--- config.mk ---
export PLATFORM = sky130hd
export DESIGN_NAME = display_page_sequencer
export DESIGN_NICKNAME = d
export VERILOG_FILES = /design/src/rtl/display_page_sequencer.sv
export SDC_FILE = /design/constraint.sdc
export NUM_CORES = 1
export LEC_CHECK = 0
export CAP_MARGIN = 15
export CORE_AREA = 2 2 106 77
export CTS_BUF_LIST = sky130_fd_sc_hd__clkbuf_8 sky130_fd_sc_hd__clkbuf_16
export DETAILED_ROUTE_END_ITERATION = 8
export DIE_AREA = 0 0 108 79
export HOLD_SLACK_MARGIN = 0.03
export PLACE_DENSITY_LB_ADDON = 0.2
export SLEW_MARGIN = 30
export SYNTH_ARGS = -nofsm -noshare
export SYNTH_HDL_FRONTEND = slang
export SYNTH_SLANG_ARGS = --single-unit
--- constraint.sdc ---
create_clock -name clk -period 1.8 [get_ports clk]
set_input_delay 0.36 -clock clk [delete_from_list [all_inputs] [get_ports clk]]
set_output_delay 0.36 -clock clk [all_outputs]
set_load 0.02 [all_outputs]
--- src/rtl/display_page_sequencer.sv ---
`default_nettype none
// ============================================================================
// Module      : display_page_sequencer
// Description : Latches a 64-bit text word and pages through its four 16-bit
//               slices, either on a dwell timer (auto) or by buttons (manual).
// Revision    : 1.0 - initial release
// ============================================================================
module display_page_sequencer #(
    parameter int DWELL = 3
) (
    input  logic        clk,
    input  logic        rst,
    input  logic        tick_1hz,
    input  logic [64:1] text_in,
    input  logic        text_valid,
    input  logic        mode,
    input  logic        btn_next,
    input  logic        btn_prev,
    output logic [1:0]  page,
    output logic [63:0] text_out,
    output logic        blank,
    output logic        text_ack,
    output logic        wrap
);

    localparam logic [3:0] c_dwell_last = 4'(DWELL - 1);

    typedef enum logic [1:0] {
        IDLE   = 2'd0,
        LOAD   = 2'd1,
        AUTO   = 2'd2,
        MANUAL = 2'd3
    } state_t;

    state_t      r_state, w_state_n;
    logic [3:0]  r_dwell, w_dwell_n;
    logic [1:0]  r_page, w_page_n;
    logic [63:0] r_text, w_text_n;
    logic        r_blank, w_blank_n;
    logic        r_ack, w_ack_n;
    logic        r_wrap, w_wrap_n;
    logic        r_next_q, r_prev_q;
    logic        w_next_edge, w_prev_edge;

    assign w_next_edge = btn_next & ~r_next_q;
    assign w_prev_edge = btn_prev & ~r_prev_q;

    always_ff @(posedge clk) begin
        if (!rst) begin
            r_state  <= IDLE;
            r_dwell  <= 4'd0;
            r_page   <= 2'd0;
            r_text   <= 64'd0;
            r_blank  <= 1'b1;
            r_ack    <= 1'b0;
            r_wrap   <= 1'b0;
            r_next_q <= 1'b0;
            r_prev_q <= 1'b0;
        end else begin
            r_state  <= w_state_n;
            r_dwell  <= w_dwell_n;
            r_page   <= w_page_n;
            r_text   <= w_text_n;
            r_blank  <= w_blank_n;
            r_ack    <= w_ack_n;
            r_wrap   <= w_wrap_n;
            // Edge history tracks the buttons in every state so a press held
            // across a load or mode switch never fires later.
            r_next_q <= btn_next;
            r_prev_q <= btn_prev;
        end
    end

    always_comb begin
        w_state_n = r_state;
        w_dwell_n = r_dwell;
        w_page_n  = r_page;
        w_text_n  = r_text;
        w_blank_n = r_blank;
        w_ack_n   = 1'b0;
        w_wrap_n  = 1'b0;

        if (text_valid) begin
            // New text outranks everything and restarts at page 0.
            w_state_n = LOAD;
            w_text_n  = text_in;
            w_page_n  = 2'd0;
            w_dwell_n = 4'd0;
            w_blank_n = 1'b0;
            w_ack_n   = 1'b1;
        end else begin
            case (r_state)
                IDLE: begin
                    w_page_n  = 2'd0;
                    w_blank_n = 1'b1;
                end
                LOAD: begin
                    w_state_n = mode ? MANUAL : AUTO;
                end
                AUTO: begin
                    if (mode) begin
                        w_state_n = MANUAL;
                        w_dwell_n = 4'd0;
                    end else if (tick_1hz) begin
                        if (r_dwell == c_dwell_last) begin
                            w_dwell_n = 4'd0;
                            w_page_n  = r_page + 2'd1;
                            w_wrap_n  = (r_page == 2'd3);
                        end else begin
                            w_dwell_n = r_dwell + 4'd1;
                        end
                    end
                end
                MANUAL: begin
                    if (!mode) begin
                        w_state_n = AUTO;
                        w_dwell_n = 4'd0;
                    end else if (w_next_edge && !w_prev_edge) begin
                        w_page_n = r_page + 2'd1;
                    end else if (w_prev_edge && !w_next_edge) begin
                        w_page_n = r_page - 2'd1;
                    end
                end
                default: w_state_n = IDLE;
            endcase
        end
    end

    assign page     = r_page;
    assign text_out = r_text;
    assign blank    = r_blank;
    assign text_ack = r_ack;
    assign wrap     = r_wrap;

endmodule
`default_nettype wire

[Yosys cells after proc, flatten, opt, wreduce, memory -nomap -nowiden]
Cells that the tools add are included.
Operators by class
  add/subtract/negate cells: 3
  equal/unequal tests: 15
  multiplexer cells: 20
  bitwise operators: 8
  reduce and logical (&&, ||, !) cells: 16
Operators with widths (count)
  $mux W2: 8
  $mux W4: 4
  $ne A2 B2 Y1 const B: 6
  $ne A3 B3 Y1 const B: 4
  $pmux W2 S3: 2
  $reduce_and A3 Y1: 3
  $pmux W4 S2: 1
  $eq A2 B2 Y1 const B: 3
  $not A1 Y1: 6
  $reduce_and A6 Y1: 1
  $reduce_bool A3 Y1: 2
  $reduce_or A6 Y1: 1
  $mux W1: 5
  $add A4 B1 Y4 const B: 1
  $eq A4 B2 Y1 const B: 1
  $reduce_bool A2 Y1: 2
  $reduce_bool A4 Y1: 1
  $add A2 B1 Y2 const B: 1
  $and A1 B1 Y1: 2
  $eq A2 B1 Y1 const B: 1
  $logic_and A1 B1 Y1: 2
  $logic_not A1 Y1: 2
  $logic_not A2 Y1: 1
  $reduce_or A2 Y1: 1
  $sub A2 B1 Y2 const B: 1
Storage, ports and cells
  flip-flop bits (word level): 77
  input port bits: 71
  output and inout port bits: 69
  word-level logic and storage cells: 72

[Logic depth before layout (Yosys ltp)]
Gate-level depths: netlist (run 1).
  word-level depth: 8
  depth in mapped cells: 6
  depth with buffers taken out: 6

[Worst setup path after synthesis (run 1)]
Ideal clock, no wire load.
  path kind: input -> register
  start point: input port btn_next
  end point: register r_page[0], in the netlist page[0]
  library setup time: 0.070 ns
  data arrival time: 1.506 ns
  required time: 1.730 ns
  setup slack: 0.224 ns
  cell stages on the path: 6
  cells stage by stage: nor2b_1 -> ha_1 -> and4b_1 -> a311oi_2 -> or3b_1 -> a21oi_1
Between the ends
  cells in the longest elaborated chain, start to end: 5
RTL lines
  from (decl): RTL line 17  | input logic btn_next,
  $and A1 B1 Y1 *: RTL line 45  | assign w_next_edge = btn_next & ~r_next_q;
  $logic_not A1 Y1 or $logic_and A1 B1 Y1 (tied branches): RTL line 120, 118
  $logic_and A1 B1 Y1 or $mux W2 (tied branches): RTL line 120, 118
  $ne A3 B3 Y1 (no source line) or $mux W2 (tied branches)
  $reduce_and A6 Y1 (no source line) or $pmux W2 S3 (tied branches)
  to (signal assigned): RTL line 62  | r_page <= w_page_n;
  to (decl): RTL line 37  | logic [1:0] r_page, w_page_n;
Mark *: on every way between the ends. The rest lies on a longest branch, timed or not. The select of a mux whose other input is x is not followed.
A chain may end at the register's enable or synchronous reset.

[Final worst setup path (run 1)]
Same ends and word-level chain as after synthesis.

==> results.json, run 1 <==
{
  "status": "finished clean",
  "p_int_uw": 3230,
  "post_cts_resized": 0,
  "tightest_slew_ns": 0.524,
  "rows": 27,
  "arrival_ns": 1.99,
  "drc": 0,
  "wl_per_cell_um": 13.7,
  "critPathKind": "in2reg",
  "cts_max_path_buffers": 2,
  "setup_slack_ns": 0.0773,
  "netSwitchingPower_uw": 931,
  "crit_path_end_kind": "register",
  "grt_use_total_pct": 16.7,
  "holdPathEnd": "text_out[7]",
  "die_x_um": 108,
  "clkPwrFrac_pct": 39.0,
  "seq_area_frac_synth_pct": 51.0,
  "post-cts-setup-buffers": 0,
  "grt_pass1_vias": 2216,
  "worstHoldStart": "text_valid",
  "ant_nets": 0,
  "nNetsFinal": 488,
  "holdWs_ns": 0.377,
  "reg2reg_slack_ns": 0.24,
  "synth_cell_types": 31,
  "pwr-share-comb_pct": 16.6,
  "ys_ff_latch": 77,
  "insertion_delay_ns": 0.33,
  "seqPwrFrac_pct": 44.4,
  "finalMaxSlewViolations": 0,
  "antenna_found_initial": 0,
  "switching_share_pct": 22.4,
  "root_buffer": "clkbuf_8",
  "layout-drive-gt1-share_pct": 5.98,
  "grt_pass1_wl_um": 11000,
  "hp-class": "in2reg",
  "start_util_pct": 39.8,
  "drt-pass1-iter-count": 4,
  "synth_area_per_cell_um2": 11.1,
  "critPathRequiredTime_ns": 2.07,
  "grt.overflow.total": 0,
  "rr_startpoint": "r_prev_q",
  "avgViaCountPerCell": 4.56,
  "power_density_mw_per_mm2": 875,
  "vdd_drop_max_mv": 0.510,
  "grt_max_degree": 57,
  "hold_violations": 0,
  "ys.warnings.count": 0,
  "cp-start-kind": "input pin",
  "rsz0062_at_grt": "no",
  "maxCapViolCount": 0,
  "cts_made_buffers": 9,
  "finalCritPeriodShare_pct": 95.7,
  "relSlewSlack_pct": 65.1,
  "fin_crit_ns": 1.72,
  "clk_pin_slew_worst_paths_ns": 0.08,
  "whs_path_depth": 3,
  "rr_endpoint": "page[0]",
  "synthCells": 273,
  "syn2layout_area_growth_pct": 57.1,
  "dpl.hpwl_um": 5120,
  "diodes": 0,
  "skew_ns": 0.00655,
  "r2r_cells": 6,
  "syn_area_mm2": 0.00302,
  "max_freq_mhz": 580,
  "die-area_mm2": 0.00853,
  "drt-total-wl_um": 7090,
  "critPathMaxFanout": 4,
  "drt_iter0_markers": 77,
  "pre_cts_slack_ns": -0.275,
  "leakagePower_uw": 0.00192,
  "portBuffers": 139,
  "core_mm2": 0.00760,
  "boundaryPins": 140,
  "cts_max_level": 3,
  "die_h_um": 79,
  "cts.hold.buffers_added": 0,
  "syn-num-nets": 348,
  "finalSetupViolCount": 0,
  "gp_congestion": 0.722,
  "postLayoutCoreUtil_pct": 62.5,
  "cts_sinks": 77,
  "via_count": 2366,
  "cts_tree": "done"
}
## per-layer routing
layer / GRT usage (%) / part of all wire (%)
met1: 20.1 / 44
met2: 25.2 / 44
met3: 8.21 / 9.1
met4: 7.31 / 2.2
met5: 0 / 0
## state kept, by name, summed over array words and instances, names as in the netlist
signal,count
blank,1
page,2
r_dwell,4
r_next_q,1
r_prev_q,1
r_state,2
text_ack,1
text_out,64
wrap,1
## metrics by stage
step,cell area [um2],total power [uW],instances,setup TNS [ns]
floorplan,3020,2210,273,0
global placement,4490,2570,503,-0.393
finish,4750,4160,519,0
detailed placement,4490,2580,503,-0.436
CTS,4750,4220,519,0
global route,4750,4340,519,0
## how the worst max path moves through the flow
stage                     endpoint  cells past startpoint  slack [ns]      from
after floorplan            page[0]                      6        0.22  btn_next
after global placement     page[0]                      7       -0.26  btn_next
after detailed placement   page[0]                      7       -0.27  btn_next
after CTS                  page[0]                      1        0.08   page[0]
after global routing       page[0]                      7       0.001  btn_next
final                      page[0]                      7        0.08  btn_next
## synth_stat cells, drive strengths merged
cell | number | area [um2]
a2111oi | 1 | 8.76
a211oi | 1 | 7.51
a21oi | 3 | 15.0
a311oi | 1 | 15.0
a32oi | 1 | 8.76
and2 | 3 | 18.8
and3 | 2 | 12.5
and4b | 1 | 10.0
buf | 9 | 61.3
clkbuf | 7 | 26.3
dfxtp | 77 | 1540
ha | 4 | 50.1
inv | 1 | 3.75
mux2i | 64 | 641
nand2 | 4 | 15.0
nand2b | 3 | 18.8
nand3 | 7 | 35.0
nand3b | 1 | 7.51
nand4b | 1 | 8.76
nor2 | 5 | 18.8
nor2b | 67 | 419
nor3b | 1 | 18.8
o21a | 1 | 7.51
o21ai | 3 | 15.0
o31ai | 1 | 7.51
o41ai | 1 | 8.76
or3 | 1 | 6.26
or3b | 1 | 8.76
xnor2 | 1 | 8.76
## placed cells by master, fill, tap and decap left out, types with 2 or more instances in the layout
master,Yosys,routed
nand3_1,7,7
nand2b_1,3,3
mux2i_1,64,64
buf_4,0,7
and3_1,2,2
and2_1,3,3
bufinv_16,0,3
ha_1,4,4
nor2_1,5,5
a21oi_1,3,3
nand2_1,4,4
clkbuf_8,0,12
nor2b_1,67,67
dfxtp_1,77,77
inv_1,1,2
clkdlybuf4s50_1,0,137
o21ai_0,3,3
## power by group through the flow
stage | Sequential, uW | Combinational [uW] | Clock [uW]
after floorplan | 1990 | 222 | 0
after global placement | 1880 | 688 | 0
final | 1840 | 690 | 1620
after detailed placement | 1880 | 697 | 0
after global routing | 1860 | 741 | 1750
after CTS | 1840 | 699 | 1680
## cells by family after synthesis
kind of cell    after synthesis  share of synthesized area, %
buf+inv                      17                          3.02
simple gates                 97                          19.8
flops                        77                          51.0
compound gates               13                          3.10
fa+ha+maj                     4                          1.66
mux                          64                          21.2
xor+xnor                      1                         0.290
## cell type report
class | instances | area (um2)
inverters | 1 | 3.75
multi-input cells | 179 | 1390
fillers | 664 | 2850
clock inverters | 4 | 93.8
well taps | 101 | 126
repair buffers | 145 | 1430
clock buffers | 12 | 165
flip-flops and latches | 77 | 1540
## worst max-delay path: stages
cell             delay [ns]
clkdlybuf4s50_1        0.46
nor2b_1                0.13
ha_1                   0.23
and4b_1                0.26
a311oi_2               0.07
or3b_1                 0.36
a21oi_1                0.12
(Power assumes the default switching activity.)
==> inputs of run 2 (changes only) <==
- GPL_ROUTABILITY_DRIVEN: unset -> 0
- SKIP_LAST_GASP: unset -> 1
- SLEW_MARGIN: 30 -> 20
==> results of run 2 <==
The final DEF is identical to that of run 1; final timing and power are the same.
==> inputs of run 3 (changes only) <==
- ABC_AREA: unset -> 1
- CORE_AREA: 2 2 106 77 -> 10 10 110 82
- DIE_AREA: 0 0 108 79 -> 0 0 120 92
==> run 3 against run 2 <==
Net effect:
- design area decreased by 9.9%
- area after synthesis decreased by 15%
- non-clock buffer count decreased by 1
- clock skew decreased by 0.0038 ns
- highest routed layer unchanged
- combinational power decreased by 6.2%
- sequential share of layout area increased by 3.6 points
- sequential power about the same
- fmax increased by 1.7%
- via count decreased by 5.9%
- die area increased by 29%
- global-route usage decreased by 2.9 points
- critical path type is now reg2out
==> results.json, run 3 <==
{
  "status": "finished clean",
  "rr_endpoint": "page[0]",
  "yosys-top-cells-count": "dfxtp_1 (77), a22o_1 (64), nand2_1 (21)",
  "grt_pass1_wl_um": 12300,
  "hold_violations": 0,
  "synth-main-ff-cell": "dfxtp_1",
  "syn2layout_area_growth_pct": 66.1,
  "synthTopCellsByArea": "dfxtp_1 (60%), a22o_1 (22%), nand2_1 (3.1%)",
  "cts_tree": "done",
  "power_density_mw_per_mm2": 917,
  "crit_chain": "clkdlybuf4s50_1",
  "critPathSlowestCell": "clkdlybuf4s50_1",
  "cp_num_buf_inv": 1,
  "ys_ff_latch": 77,
  "tightest_slew_ns": 0.278,
  "cts_max_level": 3,
  "cp_slowest_stage_delay_ns": 0.63,
  "worstHoldStart": "text_out[41]",
  "clk_pin_slew_worst_paths_ns": 0.08,
  "rr_startpoint": "r_prev_q",
  "finalCritPeriodShare_pct": 94.1,
  "fin_crit_ns": 1.69,
  "drt_iter0_markers": 64,
  "nFillCells": 606,
  "finalMaxSlewViolations": 0,
  "nNetsFinal": 448,
  "dpl.hpwl_um": 5840,
  "avgViaCountPerCell": 4.68,
  "critPathKind": "reg2out",
  "holdPathEnd": "text_out[41]",
  "cts_made_buffers": 9,
  "cp-start-kind": "register",
  "grt_max_degree": 49,
  "grt_pass1_vias": 2330,
  "synth_cell_types": 20,
  "die_x_um": 120,
  "finalSetupTns_ns": 0,
  "drt-total-wl_um": 7770,
  "synth_edf_count": 0,
  "final_common_cell": "clkdlybuf4s50_1",
  "critPathRequiredTime_ns": 1.44,
  "synthCells": 232,
  "crit_path_end_kind": "output pin",
  "cts_max_path_buffers": 2,
  "finalSetupViolCount": 0,
  "die-area_mm2": 0.0110,
  "hp-class": "reg2reg",
  "ant_nets": 0,
  "leakagePower_uw": 0.00170,
  "syn-num-nets": 307,
  "max_freq_mhz": 590,
  "post-cts-setup-buffers": 0,
  "yosysMostFrequentCell": "dfxtp_1",
  "core_mm2": 0.00706,
  "boundaryPins": 140,
  "critPathMaxFanout": 4,
  "fin_total_pwr_uw": 3920,
  "layout-drive-gt1-share_pct": 7.67,
  "insertion_delay_ns": 0.33,
  "synth_area_per_cell_um2": 11.1,
  "cts.hold.buffers_added": 0,
  "die_h_um": 92,
  "critPathTopFamily": "buffers and inverters",
  "ys.warnings.count": 0,
  "drc": 0,
  "portBuffers": 139,
  "wl_per_cell_um": 16.3,
  "cp-startpoint": "page[0]",
  "rows": 26,
  "seq_area_frac_synth_pct": 59.8,
  "via_count": 2226,
  "root_buffer": "clkbuf_8",
  "synth_top_area_share_pct": 59.8,
  "post_cts_resized": 0,
  "relSlewSlack_pct": 81.4,
  "vdd_drop_max_mv": 0.548,
  "diodes": 0,
  "start_util_pct": 36.5,
  "grt.overflow.total": 0,
  "syn_area_mm2": 0.00258,
  "whs_path_depth": 1,
  "r2r_cells": 8,
  "rsz0062_at_grt": "no",
  "cts_sinks": 77,
  "final_cell_mix": "clkdlybuf4s50_1 (139), dfxtp_1 (77), a22o_1 (64)",
  "maxCapViolCount": 0,
  "grt_use_total_pct": 13.8,
  "largest_reg_flops": 64,
  "skew_ns": 0.00271,
  "drt-pass1-iter-count": 4,
  "arrival_ns": 1.33,
  "yosys.area.top_type": "dfxtp_1",
  "antenna_found_initial": 0,
  "reg2reg_slack_ns": 0.60,
  "async_reset_ff_share_pct": 0
}
-- run 3: cell count changes after synthesis, moves of 9 or more --
cell	delta
nand2_1	+17
mux2i_1	-64
nor2b_1	-67
inv_1	+10
a22o_1	+64
nor2_1	+9
-- run 3: worst max path at each step --
stage,depth (start not counted),to,slack [ns]
4_1_cts,1,page[0],0.08
6_report,1,page[0],0.11
5_1_grt,1,page[0],0.04
2_1_floorplan,7,page[0],0.60
3_5_place_dp,9,page[0],0.03
3_3_place_gp,8,page[0],0.05
-- run 3: stage by stage --
stage                     utilization [%]  instance area [um2]  setup slack (ns)  hold slack, ns  cells
after floorplan                         -                 2580             0.598           0.439    232
after global placement               57.5                 4060            0.0505           0.450    460
after detailed placement             57.5                 4060            0.0330           0.453    460
after CTS                            60.7                 4280            0.0760           0.476    476
after global routing                 60.7                 4280            0.0368           0.488    476
final                                60.7                 4280             0.106           0.469    476
-- run 3: area by class of cell --
cell class / count / area (um2) / share of cell area [%]
flip-flops and latches: 77 / 1540 / 36.0
repair buffers: 144 / 1450 / 34.0
multi-input cells: 127 / 886 / 20.7
clock buffers: 10 / 138 / 3.21
clock inverters: 6 / 87.6 / 2.05
well taps: 98 / 123 / 2.86
inverters: 14 / 52.6 / 1.23
-- run 3: kinds of logic after synthesis --
| family | Yosys count | share of synthesized area, % |
|---|---|---|
| adders and majority gates | 4 | 1.94 |
| DFF | 77 | 59.8 |
| buffers and inverters | 28 | 5.83 |
| xor gates and xnor gates | 1 | 0.340 |
| AOI/OAI and AO/OA | 70 | 23.0 |
| and+or+nand+nor | 52 | 9.08 |
-- run 3: per-layer routing --
layer / track usage, % / wire [um]
met1: 16.1 / 3360
met3: 8.88 / 901
met2: 20.5 / 3450
met5: 0 / 0
met4: 3.61 / 46
-- run 3: power by group --
group	internal, uW	switching, uW	total (uW)
sequential	1800	54.6	1850
clock	816	608	1420
combinational	367	280	647
